===== src/rtl/ext_mem_bridge.sv =====
// CPU-to-external-RAM bridge with an optionally multiplexed address bus.
// Outputs are registered and decoded from the next state so that the pins are glitch-free.
module ext_mem_bridge #(
    parameter int ADDR_W      = 8,
    parameter int PIN_ADDR_W  = 5,
    parameter int DATA_W      = 8,
    parameter int WAIT_CYCLES = 1
) (
    input  logic                  clk,
    input  logic                  reset,
    input  logic                  cpu_req,
    input  logic                  cpu_we,
    input  logic [ADDR_W-1:0]     cpu_addr,
    input  logic [DATA_W-1:0]     cpu_wdata,
    output logic                  cpu_ready,
    output logic [DATA_W-1:0]     cpu_rdata,
    output logic                  cpu_busy,
    output logic [PIN_ADDR_W-1:0] pin_addr,
    output logic                  pin_ale,
    output logic                  pin_we,
    output logic                  pin_oe,
    output logic [DATA_W-1:0]     pin_data_out,
    output logic                  pin_data_oe,
    input  logic [DATA_W-1:0]     pin_data_in
);

    localparam bit SPLIT = (ADDR_W > PIN_ADDR_W);
    localparam logic [3:0] WAIT_LAST = 4'(WAIT_CYCLES);

    localparam logic [2:0] S_IDLE    = 3'd0;
    localparam logic [2:0] S_ADDR_HI = 3'd1;
    localparam logic [2:0] S_SETUP   = 3'd2;
    localparam logic [2:0] S_STROBE  = 3'd3;
    localparam logic [2:0] S_DONE    = 3'd4;

    logic [2:0]            state_q, state_d;
    logic                  we_q, we_d;
    logic [ADDR_W-1:0]     addr_q, addr_d;
    logic [DATA_W-1:0]     wdata_q, wdata_d;
    logic [3:0]            cnt_q, cnt_d;
    logic [DATA_W-1:0]     rdata_q, rdata_d;
    logic                  ready_q, ready_d;
    logic                  busy_q, busy_d;
    logic [PIN_ADDR_W-1:0] pin_addr_q, pin_addr_d;
    logic                  pin_ale_q, pin_ale_d;
    logic                  pin_we_q, pin_we_d;
    logic                  pin_oe_q, pin_oe_d;
    logic [DATA_W-1:0]     pin_data_out_q, pin_data_out_d;
    logic                  pin_data_oe_q, pin_data_oe_d;

    // Zero-extended to two pin widths so the high half is always a legal slice.
    logic [2*PIN_ADDR_W-1:0] addr_ext;

    always_comb begin
        state_d = state_q;
        we_d    = we_q;
        addr_d  = addr_q;
        wdata_d = wdata_q;
        cnt_d   = cnt_q;
        rdata_d = rdata_q;

        case (state_q)
            S_IDLE: begin
                if (cpu_req) begin
                    we_d    = cpu_we;
                    addr_d  = cpu_addr;
                    wdata_d = cpu_wdata;
                    state_d = SPLIT ? S_ADDR_HI : S_SETUP;
                end
            end
            S_ADDR_HI: state_d = S_SETUP;
            S_SETUP: begin
                cnt_d   = '0;
                state_d = S_STROBE;
            end
            S_STROBE: begin
                if (cnt_q == WAIT_LAST) begin
                    state_d = S_DONE;
                    if (!we_q) begin
                        rdata_d = pin_data_in;
                    end
                end else begin
                    cnt_d = cnt_q + 4'd1;
                end
            end
            S_DONE:  state_d = S_IDLE;
            default: state_d = S_IDLE;
        endcase
    end

    assign addr_ext = (2*PIN_ADDR_W)'(addr_d);

    always_comb begin
        pin_addr_d     = pin_addr_q;
        pin_data_out_d = pin_data_out_q;
        pin_ale_d      = 1'b0;
        pin_we_d       = 1'b0;
        pin_oe_d       = 1'b0;
        pin_data_oe_d  = 1'b0;

        case (state_d)
            S_ADDR_HI: begin
                pin_addr_d = addr_ext[2*PIN_ADDR_W-1:PIN_ADDR_W];
                pin_ale_d  = 1'b1;
            end
            S_SETUP, S_STROBE: begin
                pin_addr_d = addr_ext[PIN_ADDR_W-1:0];
                if (we_d) begin
                    pin_data_oe_d  = 1'b1;
                    pin_data_out_d = wdata_d;
                    pin_we_d       = (state_d == S_STROBE);
                end else begin
                    pin_oe_d = 1'b1;
                end
            end
            S_DONE: begin
                // Write data and address stay driven one more cycle for hold time.
                pin_data_oe_d = we_d;
            end
            default: ;
        endcase

        ready_d = (state_d == S_DONE);
        busy_d  = (state_d != S_IDLE);
    end

    always_ff @(posedge clk) begin
        if (reset) begin
            state_q        <= S_IDLE;
            we_q           <= 1'b0;
            addr_q         <= '0;
            wdata_q        <= '0;
            cnt_q          <= '0;
            rdata_q        <= '0;
            ready_q        <= 1'b0;
            busy_q         <= 1'b0;
            pin_addr_q     <= '0;
            pin_ale_q      <= 1'b0;
            pin_we_q       <= 1'b0;
            pin_oe_q       <= 1'b0;
            pin_data_out_q <= '0;
            pin_data_oe_q  <= 1'b0;
        end else begin
            state_q        <= state_d;
            we_q           <= we_d;
            addr_q         <= addr_d;
            wdata_q        <= wdata_d;
            cnt_q          <= cnt_d;
            rdata_q        <= rdata_d;
            ready_q        <= ready_d;
            busy_q         <= busy_d;
            pin_addr_q     <= pin_addr_d;
            pin_ale_q      <= pin_ale_d;
            pin_we_q       <= pin_we_d;
            pin_oe_q       <= pin_oe_d;
            pin_data_out_q <= pin_data_out_d;
            pin_data_oe_q  <= pin_data_oe_d;
        end
    end

    assign cpu_ready    = ready_q;
    assign cpu_rdata    = rdata_q;
    assign cpu_busy     = busy_q;
    assign pin_addr     = pin_addr_q;
    assign pin_ale      = pin_ale_q;
    assign pin_we       = pin_we_q;
    assign pin_oe       = pin_oe_q;
    assign pin_data_out = pin_data_out_q;
    assign pin_data_oe  = pin_data_oe_q;

endmodule


===== config.mk =====
export PLATFORM = sky130hd
export DESIGN_NAME = ext_mem_bridge
export DESIGN_NICKNAME = d
export VERILOG_FILES = /design/src/rtl/ext_mem_bridge.sv
export SDC_FILE = /design/constraint.sdc
export NUM_CORES = 1
export LEC_CHECK = 0
export CAP_MARGIN = 20
export CORE_MARGIN = 5
export CORE_UTILIZATION = 47
export DETAILED_ROUTE_END_ITERATION = 8
export PLACE_DENSITY = 0.78
export SYNTH_ARGS = -nofsm -noshare
export SYNTH_HDL_FRONTEND = slang
export SYNTH_SLANG_ARGS = --single-unit

===== constraint.sdc =====
create_clock -name clk -period 3 [get_ports clk]
set_input_delay 0.45 -clock clk [delete_from_list [all_inputs] [get_ports clk]]
set_output_delay 0.45 -clock clk [all_outputs]
set_load 0.005 [all_outputs]

# --- Word level (Yosys, flattened, before mapping) ---
# Index checks and enable logic that the tools add are counted.
totals:
  out_inout_bits: 27
  word_cells: 53
  reg_bits: 51
op_classes:
  n_eq_ne: 9
  n_mux: 16
  addsub: 1
  reduce_logical: 10
  bitwise: 3
op_table:
  columns: ["op", "n"]
  rows:
  - ["2-to-1 mux 8 bit", 4]
  - ["== test 3 x 2 -> 1 bit (second input constant)", 4]
  - ["case mux 3 bit (4 select lines)", 1]
  - ["case mux 5 bit (2 select lines)", 1]
  - ["case mux 4 bit (2 select lines)", 1]
  - ["== test 3 x 1 -> 1 bit (second input constant)", 2]
  - ["2-to-1 mux 3 bit", 2]
  - ["2-to-1 mux 1 bit", 5]
  - ["adder 4 x 1 -> 4 bit (second input constant)", 1]
  - ["== test 4 x 1 -> 1 bit (second input constant)", 1]
  - ["2-to-1 mux 4 bit", 1]
  - ["AND reduction 2 bit", 2]
  - ["nonzero test 2 bit", 2]
  - ["OR reduction 2 bit", 2]
  - ["== test 3 bit (second input constant)", 1]
  - ["logical NOT 3 bit", 1]
  - ["NOT 1 bit", 3]
  - ["AND reduction 3 bit", 1]
  - ["nonzero test 3 bit", 1]
  - ["OR reduction 3 bit", 1]
  - ["inequality test 2 bit (second input constant)", 1]
  - ["case mux 1 bit (2 select lines)", 1]

# --- Logic depth before layout (Yosys ltp) ---
# Gate-level depths: netlist of run 1.
logic_depth:
  depth_word: 7
  mapped_depth: 6

# --- Worst setup path after synthesis of run 1 ---
# OpenSTA, ideal clock, no wires.
synth_timing:
  kind: "register -> register"
  start: "register cnt_q[1]"
  end: "register pin_data_out_q[3] (netlist: pin_data_out[3])"
  path_buffers: 1
  arrival_time_ps: 1524
  synth_period_minus_slack_ps: 1668
  slack_ps: 1332
  path_stages_with_launch: 7
  path_cell_list: "dfxtp_1 inv_1 ha_1 and4bb_2 buf_2 a211oi_2 a221oi_1"
synth_between:
  elab_chain_cells: 6
synth_lines:
  columns: ["item", "line_no", "rtl"]
  rows:
  - ["start, declared", "40", "logic [3:0] cnt_q, cnt_d;"]
  - ["start signal, assigned", "148", "cnt_q <= cnt_d;"]
  - ["== test 4 x 1 -> 1 bit *", "77", "if (cnt_q == WAIT_LAST) begin"]
  - ["2-to-1 mux 3 bit *", "77", null]
  - ["case mux 3 bit (4 select lines) *", "62", "case (state_q)"]
  - ["== test 3 x 2 -> 1 bit", "101", "case (state_d)"]
  - ["OR reduction 2 bit *", "101", null]
  - ["AND reduction 2 bit (no line) *", null, null]
  - ["end signal, assigned", "156", "pin_data_out_q <= pin_data_out_d;"]
  - ["end, declared", "48", "logic [DATA_W-1:0] pin_data_out_q, pin_data_out_d;"]
# Mark *: on every way between the ends. The rest lies on a longest branch, timed or not.
# A chain may end at the register's enable or synchronous reset.

# --- Worst setup path in the final report of run 1 ---
layout_timing:
  start: "register state_q[1]"
  end: "register pin_data_out_q[4] (netlist: pin_data_out[4])"
layout_between:
  elab_chain_cells: 5
layout_lines:
  columns: ["item", "line_no", "rtl"]
  rows:
  - ["start, declared", "36", "logic [2:0] state_q, state_d;"]
  - ["start signal, assigned", "144", "state_q <= state_d;"]
  - ["== test 3 x 2 -> 1 bit, or another cell as far along", "62", null]
  - ["case mux 3 bit (4 select lines)", "62", null]
  - ["== test 3 x 2 -> 1 bit", "101", null]
  - ["OR reduction 2 bit", "101", null]
  - ["AND reduction 2 bit (no line)", null, null]
# Parallel ways exist; a longest one is shown, timed or not.

==> results_tabular.tex, run 1 <==
\begin{tabular}{lr}
\hline
Metric & Value \\
\hline
\multicolumn{2}{l}{\textbf{Flow run}} \\
\quad Max\_cap viols & 0 \\
\multicolumn{2}{l}{\textbf{Clocking}} \\
\quad Total of cells resized after clock tree synthesis & 0 \\
\quad Worst-path clk slew & 0.09 ns \\
\quad Deepest level of the CTS H-tree & 2 \\
\quad Clk Latency, worst-skew pair & 0.30 ns \\
\quad TritonCTS clock tree & yes \\
\quad Number of clock buffers inserted by TritonCTS & 5 \\
\quad Buffer type at the clock tree root & sky130\_fd\_sc\_hd\_\_clkbuf\_8 \\
\quad Total of hold buffers inserted after clock tree synthesis & 0 \\
\quad Post-CTS Setup Bufs & 0 \\
\quad Number of clock sinks seen by CTS & 48 \\
\quad Maximum count of clock buffers along a single path & 2 \\
\multicolumn{2}{l}{\textbf{Setup path}} \\
\quad Nature of the critical path startpoint & register \\
\quad R2R Path End & pin\_data\_out[4] \\
\quad Series of cell instances along the critical path & o21ai\_0, a211oi\_2, a221oi\_1 \\
\quad Critical path fanouts, max & 19 \\
\quad Master of the slowest instance on the critical path & sky130\_fd\_sc\_hd\_\_dfxtp\_1 \\
\quad Arrival @ worst endpoint & 2.19 ns \\
\quad Worst setup path class & register to register \\
\quad Worst flop-to-flop path startpoint & state\_q[1] \\
\quad Critical path required time & 3.15 ns \\
\quad Worst reg-to-reg path cell count & 3 \\
\quad Flop2flop setup slack & 0.95 ns \\
\quad Dominant delay contributor by cell family on the critical path & compound AO/OA/AOI/OAI gates \\
\quad Buf/Inv on CP & 0 \\
\quad Stage delay of the slowest cell on the critical path & 0.75 ns \\
\quad Type of destination of the critical path & register \\
\multicolumn{2}{l}{\textbf{Route}} \\
\quad Total DRC errors in the routed layout & 0 \\
\quad Routed metal-1 wire length & 2070 µm \\
\quad Total wire length after detailed routing & 4550 µm \\
\quad Max layer used & met4 \\
\quad Met3 routed WL & 252 µm \\
\quad Drt pass-1 iters & 4 \\
\quad Routed WL per cell & 15.3 µm \\
\quad Detailed-route vias per instance & 5.52 \\
\quad Total number of vias & 1645 \\
\quad Met2 wire length & 2180 µm \\
\quad DRC violation total after the first TritonRoute iteration & 154 \\
\quad Detail Route Antenna Nets & 0 \\
\multicolumn{2}{l}{\textbf{Placed design}} \\
\quad Routability-driven placement congestion ratio & 0.821 \\
\quad Half-perimeter wire length after placement & 3220 µm \\
\quad Buffers on Ports & 54 \\
\multicolumn{2}{l}{\textbf{GRT}} \\
\quad Antenna violations before repair & 0 \\
\quad Largest net degree at the start of global routing & 25 \\
\quad Via count of the first global-routing pass & 1607 \\
\quad Overall Global Routing Usage & 17.5\% \\
\quad First-pass GRT wire length & 7460 µm \\
\quad Remaining global-route overflow & 0 \\
\multicolumn{2}{l}{\textbf{Die}} \\
\quad Die area & 5510 µm² \\
\quad Number of ports placed on the die boundary & 55 \\
\quad Die Wd & 74.3 µm \\
\quad Initial standard-cell utilization of the core & 48.5\% \\
\quad Placeable Area & 4000 µm² \\
\quad Die Span Y & 74.3 µm \\
\quad Rows & 23 \\
\multicolumn{2}{l}{\textbf{Hold path}} \\
\quad Worst-case hold path end point & addr\_q[3] \\
\quad Hold Path Class & register to register \\
\quad Depth of the worst hold-timing path & 2 \\
\quad Source of the worst hold timing path & addr\_q[3] \\
\multicolumn{2}{l}{\textbf{Logic synthesis}} \\
\quad Most area-hungry cell type in the Yosys netlist & sky130\_fd\_sc\_hd\_\_dfxtp\_1 \\
\quad Synth area leaders & sky130\_fd\_sc\_hd\_\_dfxtp\_1 50\%, sky130\_fd\_sc\_hd\_\_a21oi\_1 4.1\%, sky130\_fd\_sc\_hd\_\_mux2i\_1 4.1\%, sky130\_fd\_sc\_hd\_\_a211oi\_1 3.9\%, sky130\_fd\_sc\_hd\_\_nor2\_1 3.1\% \\
\quad Area share of and/or/nand/nor cells after synthesis & 21.4\% \\
\quad Dominant combinational cell family by area after synthesis & simple AND/OR/NAND/NOR gates \\
\quad Synthesized Nets & 228 \\
\quad Yosys warns & 0 \\
\quad Synth Register Bits & 48 \\
\quad Count of distinct cell types in the synthesized netlist & 43 \\
\quad Instance count of the mapped netlist & 198 \\
\quad Part of the Yosys area used for sequential elements & 49.5\% \\
\quad Xor/xnor share of the synthesized area & 0\% \\
\quad Share of synthesized area spent on multiplexers & 4.13\% \\
\quad Synth Area in Adders & 1.29\% \\
\quad Asr flop ratio synth & 0\% \\
\quad Count of flip-flops with a built-in enable after synthesis & 0 \\
\quad Post-synth design cell area & 1940 µm² \\
\quad Area share of the leading cell type in the synthesized netlist & 49.5\% \\
\quad Commonest register cell after synthesis & sky130\_fd\_sc\_hd\_\_dfxtp\_1 \\
\quad Post-Syn Area per Cell & 9.80 µm² \\
\quad Post-synthesis compound-gate area fraction & 18.5\% \\
\multicolumn{2}{l}{\textbf{Power}} \\
\quad Power Dens Cells & 496 nW/µm² \\
\quad Internal power consumption & 0.000960 W \\
\quad Peak supply drop & 0.310 mV \\
\quad Power share of the combinational group & 14.3\% \\
\quad Part of the power in the clock network & 31.5\% \\
\quad Reported leakage power & 0.921 nW \\
\quad Net switching power & 0.000324 W \\
\quad Switching fraction of total power & 25.2\% \\
\quad Flop pwr share & 54.2\% \\
\multicolumn{2}{l}{\textbf{STA}} \\
\quad Final hold viol count & 0 \\
\quad Worst slew margin & 54.8\% \\
\quad Final TNS setup & 0 ns \\
\quad Clk\_skew & 0.00972 ns \\
\quad Achievable frequency & 489 MHz \\
\quad Total of endpoints with negative setup slack in the final report & 0 \\
\quad Least-Margin Pin Slew & 0.676 ns \\
\quad Clock period minus worst slack & 2.05 ns \\
\quad Unrepaired setup endpoints after global routing & false \\
\quad Hold slack final & 0.459 ns \\
\quad Post-route clock period utilization & 68.2\% \\
\quad Number of pins exceeding their max-slew limit in the final report & 0 \\
\multicolumn{2}{l}{\textbf{Final layout}} \\
\quad Layout-stage area growth over the synthesis result & 33.5\% \\
\quad Fin nets & 277 \\
\quad Fraction of final layout cells with drive strength greater than 1 & 8.06\% \\
\quad N\_diodes & 0 \\
\multicolumn{2}{l}{\textbf{Run status}} \\
\quad Result of the run & finished, final reports clean \\
\hline
\end{tabular}
state kept, by name, indices dropped and copies added, names as in the netlist:
name	flops
cnt_q	4
cpu_ready	1
state_q	3
cpu_rdata	8
pin_data_out	8
pin_oe	1
cpu_busy	1
we_q	1
pin_we	1
pin_data_oe	1
pin_addr	5
pin_ale	1
addr_q	5
wdata_q	8
logic make-up (layout without fill, tap and decap cells):
group | count (synthesis) | in the layout
AOI/OAI and AO/OA | 51 | 51
adders and majority gates | 2 | 2
buffers and inverters | 18 | 68
DFF | 48 | 48
muxes | 8 | 8
and+or+nand+nor | 71 | 71
cell usage in the layout, fill, tap and decap left out, drive strengths merged, types with 3 or more instances in the layout:
master and instances:
clkbuf 6, o21ai 11, clkdlybuf4s50 54, mux2i 8
buf 5, nand2 14, nand3 10, a211oi 13
and3 6, a21oi 16, nor2 16, dfxtp 48
a221o 3, a221oi 3
worst max path at each step:
stage               cells past startpoint         endpoint  startpoint
floorplan                               6  pin_data_out[3]    cnt_q[1]
global placement                        4      pin_addr[2]       reset
detailed placement                      4      pin_addr[1]       reset
CTS                                     3  pin_data_out[4]  state_q[1]
global route                            3  pin_data_out[4]  state_q[1]
finish                                  3  pin_data_out[4]  state_q[1]
cell type report:
type	instances	area, µm²
Clock inverter	2	15.0
Timing Repair Buffer	59	578
Multi-Input combinational cell	132	888
Inverter	1	3.75
Clock buffer	6	82.6
Tap cell	50	62.6
Sequential cell	48	961
Fill cell	336	1410
synthesized netlist by cell type (3+ instances only):
| cell | count |
|---|---|
| sky130_fd_sc_hd__and3_1 | 6 |
| sky130_fd_sc_hd__nand3_1 | 10 |
| sky130_fd_sc_hd__nand2_1 | 14 |
| sky130_fd_sc_hd__clkbuf_1 | 8 |
| sky130_fd_sc_hd__nor2_1 | 16 |
| sky130_fd_sc_hd__a21oi_1 | 16 |
| sky130_fd_sc_hd__a211oi_1 | 10 |
| sky130_fd_sc_hd__buf_6 | 3 |
| sky130_fd_sc_hd__a221o_1 | 3 |
| sky130_fd_sc_hd__mux2i_1 | 8 |
| sky130_fd_sc_hd__dfxtp_1 | 48 |
| sky130_fd_sc_hd__a221oi_1 | 3 |
| sky130_fd_sc_hd__o21ai_0 | 11 |
power groups by stage:
stage	clock, W	sequential, W	combinational [W]
final	0.000404	0.000696	0.000184
after global routing	0.000439	0.000701	0.000200
after CTS	0.000413	0.000696	0.000185
after detailed placement	0	0.000711	0.000184
after global placement	0	0.000710	0.000180
after floorplan	0	0.000699	0.000114
routing by layer:
layer  global-route usage [%]  vias up
li1                         -      814
met1                     23.3      780
met2                     27.7       47
met3                     4.46        4
met4                     5.93        0
met5                        0        -
worst register-to-register path, stage by stage, from the launching register on:
cell                       delay [ns]
sky130_fd_sc_hd__dfxtp_1         0.75
sky130_fd_sc_hd__o21ai_0         0.30
sky130_fd_sc_hd__a211oi_2        0.64
sky130_fd_sc_hd__a221oi_1        0.21
metrics by stage:
stage / utilization [%] / cells / cell area (µm²) / setup slack [ns] / total power (W)
after global placement: 62.3 / 290 / 2490 / 0.758 / 0.000891
after global routing: 64.8 / 298 / 2590 / 0.855 / 0.00134
after detailed placement: 62.3 / 290 / 2490 / 0.715 / 0.000895
after CTS: 64.8 / 298 / 2590 / 0.947 / 0.00129
final: 64.8 / 298 / 2590 / 0.953 / 0.00128
after floorplan: - / 198 / 1940 / 1.33 / 0.000813
(Power assumes the default switching activity.)
==> inputs of run 2 (changes only) <==
--- a/config.mk
+++ b/config.mk
@@ -7,9 +7,9 @@
 export LEC_CHECK = 0
 export CAP_MARGIN = 20
 export CORE_MARGIN = 5
-export CORE_UTILIZATION = 47
+export CORE_UTILIZATION = 42
 export DETAILED_ROUTE_END_ITERATION = 8
-export PLACE_DENSITY = 0.78
+export PLACE_DENSITY = 0.74
 export SYNTH_ARGS = -nofsm -noshare
 export SYNTH_HDL_FRONTEND = slang
 export SYNTH_SLANG_ARGS = --single-unit
==> constraint.sdc (replaced) <==
create_clock -name clk -period 1.75 [get_ports clk]
set_input_delay 0.2625 -clock clk [delete_from_list [all_inputs] [get_ports clk]]
set_output_delay 0.2625 -clock clk [all_outputs]
set_load 0.005 [all_outputs]
==> run 2 against run 1 <==
Net effect: via count up 0.67%; maximum frequency up 26%; clock skew down 0.0033 ns; global-route usage down 2.7 points; largest power group unchanged.
==> results_tabular.tex, run 2 (synthesized netlist as in run 1, its figures left out) <==
\begin{tabular}{lr}
\hline
Metric & Value \\
\hline
\multicolumn{2}{l}{\textbf{GRT}} \\
\quad Antenna violations before repair & 0 \\
\quad First-pass GRT wire length & 7300 µm \\
\quad Overall Global Routing Usage & 14.8\% \\
\quad Largest net degree at the start of global routing & 24 \\
\quad Remaining global-route overflow & 0 \\
\quad Via count of the first global-routing pass & 1556 \\
\multicolumn{2}{l}{\textbf{Route}} \\
\quad Drt pass-1 iters & 4 \\
\quad Total wire length after detailed routing & 4480 µm \\
\quad DRC violation total after the first TritonRoute iteration & 103 \\
\quad Routed WL per cell & 14.5 µm \\
\quad Detail Route Antenna Nets & 0 \\
\quad Total number of vias & 1656 \\
\quad Total DRC errors in the routed layout & 0 \\
\quad Detailed-route vias per instance & 5.34 \\
\multicolumn{2}{l}{\textbf{Clocking}} \\
\quad Clk Latency, worst-skew pair & 0.30 ns \\
\quad Maximum count of clock buffers along a single path & 2 \\
\quad Number of clock buffers inserted by TritonCTS & 5 \\
\quad Number of clock sinks seen by CTS & 48 \\
\quad Buffer type at the clock tree root & sky130\_fd\_sc\_hd\_\_clkbuf\_8 \\
\quad Total of hold buffers inserted after clock tree synthesis & 0 \\
\quad Total of cells resized after clock tree synthesis & 0 \\
\quad Post-CTS Setup Bufs & 0 \\
\quad Worst-path clk slew & 0.09 ns \\
\quad TritonCTS clock tree & yes \\
\quad Deepest level of the CTS H-tree & 2 \\
\multicolumn{2}{l}{\textbf{Die}} \\
\quad Placeable Area & 4410 µm² \\
\quad Die area & 6080 µm² \\
\quad Initial standard-cell utilization of the core & 44.0\% \\
\quad Die Wd & 78.0 µm \\
\quad Rows & 24 \\
\quad Number of ports placed on the die boundary & 55 \\
\quad Die Span Y & 78.0 µm \\
\multicolumn{2}{l}{\textbf{Placed design}} \\
\quad Half-perimeter wire length after placement & 3150 µm \\
\quad Routability-driven placement congestion ratio & 0.839 \\
\quad Total cell area at the placement stage & 2570 µm² \\
\quad Buffers on Ports & 54 \\
\quad Instance count after placement with tap cells included & 302 \\
\multicolumn{2}{l}{\textbf{Setup path}} \\
\quad Nature of the critical path startpoint & register \\
\quad Worst setup path class & register to register \\
\quad Arrival @ worst endpoint & 1.83 ns \\
\quad Type of destination of the critical path & register \\
\quad Critical path fanouts, max & 9 \\
\quad Critical path required time & 1.95 ns \\
\multicolumn{2}{l}{\textbf{Final layout}} \\
\quad Fin nets & 287 \\
\quad Layout-stage area growth over the synthesis result & 38.5\% \\
\quad Combined area of the multi-input logic cells & 895 µm² \\
\quad N\_diodes & 0 \\
\quad Most frequent standard cell in the layout excluding fill and tap cells & sky130\_fd\_sc\_hd\_\_clkdlybuf4s50\_1 \\
\quad Fill cell instance count of the final layout & 407 \\
\quad Register cell area after layout & 963 µm² \\
\quad Most frequent cells in the layout & 54 x sky130\_fd\_sc\_hd\_\_clkdlybuf4s50\_1, 46 x sky130\_fd\_sc\_hd\_\_dfxtp\_1, 16 x sky130\_fd\_sc\_hd\_\_nor2\_1, 16 x sky130\_fd\_sc\_hd\_\_a21oi\_1, 15 x sky130\_fd\_sc\_hd\_\_buf\_4 \\
\quad Final instance count without filler cells & 310 \\
\quad Fraction of final layout cells with drive strength greater than 1 & 12.0\% \\
\quad Final design instance area without fill & 2690 µm² \\
\multicolumn{2}{l}{\textbf{STA}} \\
\quad Clk\_skew & 0.00637 ns \\
\quad Least-Margin Pin Slew & 0.432 ns \\
\quad Final hold viol count & 0 \\
\quad Total of endpoints with negative setup slack in the final report & 0 \\
\quad Worst slew margin & 71.1\% \\
\quad Unrepaired setup endpoints after global routing & false \\
\quad Post-route clock period utilization & 93.2\% \\
\quad Number of pins exceeding their max-slew limit in the final report & 0 \\
\quad Clock period minus worst slack & 1.63 ns \\
\quad Achievable frequency & 613 MHz \\
\quad Hold slack final & 0.461 ns \\
\multicolumn{2}{l}{\textbf{Flow run}} \\
\quad Max\_cap viols & 0 \\
\multicolumn{2}{l}{\textbf{Power}} \\
\quad Peak supply drop & 0.535 mV \\
\quad Power Dens Cells & 861 nW/µm² \\
\quad Total Power Consumption & 0.00231 W \\
\quad Reported leakage power & 0.986 nW \\
\multicolumn{2}{l}{\textbf{Hold path}} \\
\quad Hold Path Class & register to register \\
\multicolumn{2}{l}{\textbf{Run status}} \\
\quad Result of the run & finished, final reports clean \\
\hline
\end{tabular}
## run 2: cell types whose count changed in the layout (fill, tap and decap cells not counted), sizes merged
cell	previous run	this run
buf	5	15
clkinvlp	2	0
clkinv	0	1
bufinv	0	1
## run 2: cell type report
type,instances,area share (%)
flip-flops and latches,48,35.8
multi-input cells,132,33.3
repair buffers,69,24.3
clock buffers,6,2.70
well taps,52,2.42
clock inverters,2,1.30
inverters,1,0.140
## run 2: critical path: stages, from the launching register on
cell                       delay (ns)
sky130_fd_sc_hd__dfxtp_1         0.33
sky130_fd_sc_hd__inv_1           0.08
sky130_fd_sc_hd__ha_1            0.20
sky130_fd_sc_hd__and4bb_4        0.35
sky130_fd_sc_hd__a211oi_2        0.09
sky130_fd_sc_hd__buf_4           0.19
sky130_fd_sc_hd__a221oi_1        0.29
## run 2: path summary, 6_finish.rpt
kind                   from               to  slack, ns  cells past startpoint
setup reg to reg   cnt_q[1]  pin_data_out[7]       0.12                      6
hold / removal    addr_q[1]        addr_q[1]       0.46                      2
hold reg to reg   addr_q[1]        addr_q[1]       0.46                      2
setup / recovery   cnt_q[1]  pin_data_out[7]       0.12                      6
## run 2: per-stage QoR
step           setup WS (ns)  TNS [ns]  util, %
3_5_place_dp         -0.0258   -0.0506     58.2
6_report               0.120         0     60.9
4_1_cts               0.0265         0     60.7
5_1_grt               0.0191         0     60.9
2_1_floorplan         0.0818         0        -
3_3_place_gp         0.00472         0     58.2
## run 2: metal layers
layer / vias to the layer above / global-route usage (%) / routed length [µm]
met4: 0 / 7.09 / 78
li1: 836 / - / -
met5: - / 0 / 0
met2: 40 / 23.8 / 2110
met3: 5 / 4.05 / 237
met1: 775 / 18.2 / 2060
## run 2: power by group
group	leakage (nW)	total, W	internal, W	switching, W
clock	0.0552	0.000782	0.000424	0.000358
sequential	0.392	0.00118	0.00115	0.0000353
combinational	0.539	0.000349	0.000199	0.000150
total	0.986	0.00231	0.00177	0.000543
==> inputs of run 3 (changes only) <==
--- a/config.mk
+++ b/config.mk
@@ -10,6 +10,7 @@
 export CORE_UTILIZATION = 42
 export DETAILED_ROUTE_END_ITERATION = 8
 export PLACE_DENSITY = 0.74
+export SETUP_SLACK_MARGIN = 0.05
 export SYNTH_ARGS = -nofsm -noshare
 export SYNTH_HDL_FRONTEND = slang
 export SYNTH_SLANG_ARGS = --single-unit
==> run 3 against run 2 <==
Net effect: critical path depth is 1 lower; cell count is 0.65% higher; clock power hardly changed; first-iteration DRC count is 16% lower; core utilization is 0.31 points higher; clock skew hardly changed; flip-flop and latch count stayed put; routed wire length hardly changed; die area stayed put; maximum frequency is 2.4% higher; count of clock-buffer cells in the layout stayed put; critical path type unchanged; largest cell class unchanged; largest power group unchanged; highest routed layer unchanged.
==> results_tabular.tex, run 3 (synthesized netlist as in run 1, its figures left out) <==
\begin{tabular}{lr}
\hline
Metric & Value \\
\hline
\multicolumn{2}{l}{\textbf{STA}} \\
\quad Final TNS setup & 0 ns \\
\quad Clk\_skew & 0.00616 ns \\
\quad Least-Margin Pin Slew & 0.441 ns \\
\quad Clock period minus worst slack & 1.59 ns \\
\quad Unrepaired setup endpoints after global routing & false \\
\quad Final hold viol count & 0 \\
\quad Hold slack final & 0.461 ns \\
\quad Worst slew margin & 70.6\% \\
\quad Achievable frequency & 628 MHz \\
\quad Post-route clock period utilization & 91.0\% \\
\quad Total of endpoints with negative setup slack in the final report & 0 \\
\quad Number of pins exceeding their max-slew limit in the final report & 0 \\
\multicolumn{2}{l}{\textbf{Power}} \\
\quad Internal power consumption & 0.00177 W \\
\quad Power share of the combinational group & 15.1\% \\
\quad Net switching power & 0.000544 W \\
\quad Flop pwr share & 51.1\% \\
\quad Power Dens Cells & 857 nW/µm² \\
\quad Peak supply drop & 0.536 mV \\
\quad Reported leakage power & 0.996 nW \\
\quad Switching fraction of total power & 23.5\% \\
\quad Part of the power in the clock network & 33.8\% \\
\quad Total Power Consumption & 0.00231 W \\
\multicolumn{2}{l}{\textbf{Placed design}} \\
\quad Routability-driven placement congestion ratio & 0.839 \\
\quad Instance count after placement with tap cells included & 302 \\
\quad Half-perimeter wire length after placement & 3150 µm \\
\quad Buffers on Ports & 54 \\
\multicolumn{2}{l}{\textbf{Die}} \\
\quad Number of ports placed on the die boundary & 55 \\
\quad Die Span Y & 78.0 µm \\
\quad Placeable Area & 4410 µm² \\
\quad Die area & 6080 µm² \\
\quad Initial standard-cell utilization of the core & 44.0\% \\
\quad Die Wd & 78.0 µm \\
\quad Rows & 24 \\
\multicolumn{2}{l}{\textbf{Setup path}} \\
\quad Critical path required time & 1.95 ns \\
\quad Flop2flop setup slack & 0.16 ns \\
\quad Nature of the critical path startpoint & register \\
\quad Arrival @ worst endpoint & 1.79 ns \\
\quad Critical path fanouts, max & 9 \\
\quad Type of destination of the critical path & register \\
\quad Worst setup path class & register to register \\
\multicolumn{2}{l}{\textbf{Hold path}} \\
\quad Hold Path Class & register to register \\
\multicolumn{2}{l}{\textbf{Run status}} \\
\quad Result of the run & finished, final reports clean \\
\multicolumn{2}{l}{\textbf{Route}} \\
\quad Detail Route Antenna Nets & 0 \\
\quad Total DRC errors in the routed layout & 0 \\
\quad Drt pass-1 iters & 4 \\
\quad Routed WL per cell & 14.4 µm \\
\quad Total wire length after detailed routing & 4480 µm \\
\quad Total number of vias & 1665 \\
\quad DRC violation total after the first TritonRoute iteration & 87 \\
\quad Detailed-route vias per instance & 5.34 \\
\multicolumn{2}{l}{\textbf{Final layout}} \\
\quad Fill cell instance count of the final layout & 406 \\
\quad Most frequent cells in the layout & 54 x sky130\_fd\_sc\_hd\_\_clkdlybuf4s50\_1, 47 x sky130\_fd\_sc\_hd\_\_dfxtp\_1, 17 x sky130\_fd\_sc\_hd\_\_buf\_4 \\
\quad N\_diodes & 0 \\
\quad Layout-stage area growth over the synthesis result & 39.2\% \\
\quad Utilization after layout & 61.2\% \\
\quad Fraction of final layout cells with drive strength greater than 1 & 12.3\% \\
\quad Final instance count without filler cells & 312 \\
\quad Fin nets & 289 \\
\quad Most frequent standard cell in the layout excluding fill and tap cells & sky130\_fd\_sc\_hd\_\_clkdlybuf4s50\_1 \\
\multicolumn{2}{l}{\textbf{GRT}} \\
\quad Largest net degree at the start of global routing & 24 \\
\quad Antenna violations before repair & 0 \\
\quad Via count of the first global-routing pass & 1553 \\
\quad First-pass GRT wire length & 7280 µm \\
\quad Overall Global Routing Usage & 14.8\% \\
\quad Remaining global-route overflow & 0 \\
\multicolumn{2}{l}{\textbf{Flow run}} \\
\quad Max\_cap viols & 0 \\
\multicolumn{2}{l}{\textbf{Clocking}} \\
\quad Maximum count of clock buffers along a single path & 2 \\
\quad Number of clock buffers inserted by TritonCTS & 5 \\
\quad Buffer type at the clock tree root & sky130\_fd\_sc\_hd\_\_clkbuf\_8 \\
\quad Worst-path clk slew & 0.09 ns \\
\quad Number of clock sinks seen by CTS & 48 \\
\quad TritonCTS clock tree & yes \\
\quad Deepest level of the CTS H-tree & 2 \\
\quad Total of hold buffers inserted after clock tree synthesis & 0 \\
\quad Clk Latency, worst-skew pair & 0.30 ns \\
\hline
\end{tabular}
[run 3: cell types whose count changed in the layout (fill, tap and decap cells not counted), sizes merged]
cell	before	now
buf	15	17
[run 3: metrics by stage]
step           instance area, µm²  worst slack (ns)
6_report                     2700             0.158
5_1_grt                      2700            0.0691
4_1_cts                      2680            0.0911
3_5_place_dp                 2570           -0.0258
3_3_place_gp                 2570           0.00472
2_1_floorplan                1940            0.0818
[run 3: worst max-delay path: stages (launching register included)]
cell and delay, ns:
sky130_fd_sc_hd__dfxtp_1 0.40, sky130_fd_sc_hd__ha_1 0.23, sky130_fd_sc_hd__and4bb_4 0.30, sky130_fd_sc_hd__a211oi_2 0.08
sky130_fd_sc_hd__buf_4 0.19, sky130_fd_sc_hd__a221oi_1 0.29
[run 3: cell type report]
type                    count  area, µm²  area share [%]
inverters                   1       3.75           0.139
repair buffers             71        668            24.7
well taps                  52       65.1            2.41
multi-input cells         132        895            33.1
clock buffers               6       72.6            2.69
flip-flops and latches     48        962            35.6
clock inverters             2       35.0            1.30
[run 3: worst paths after layout]
| check | start | to | depth (start not counted) |
|---|---|---|---|
| worst max-delay path | cnt_q[0] | pin_data_out[7] | 5 |
| worst max register to register | cnt_q[0] | pin_data_out[7] | 5 |
| worst min-delay path | addr_q[1] | addr_q[1] | 2 |
| worst min register to register | addr_q[1] | addr_q[1] | 2 |
[run 3: timing repair]
action / in CTS / in global routing
cloned: 0 / 0
hold endpoints to repair: 0 / 0
resized for setup: 1 / 2
buffers inserted: 0 / 2
setup endpoints to repair: 2 / 11
[run 3: per-layer routing]
metal	GRT usage (%)	routed length (µm)	part of all wire, %
met1	18.2	2070	46
met2	23.8	2100	47
met3	4.05	232	5.2
met4	7.09	78	1.7
met5	0	0	0
[run 3: power groups by stage]
stage               Combinational, W  Clock [W]  Sequential, W
finish                      0.000350   0.000782        0.00118
global route                0.000380   0.000843        0.00119
CTS                         0.000352   0.000803        0.00118
detailed placement          0.000349          0        0.00121
global placement            0.000345          0        0.00121
floorplan                   0.000196          0        0.00120
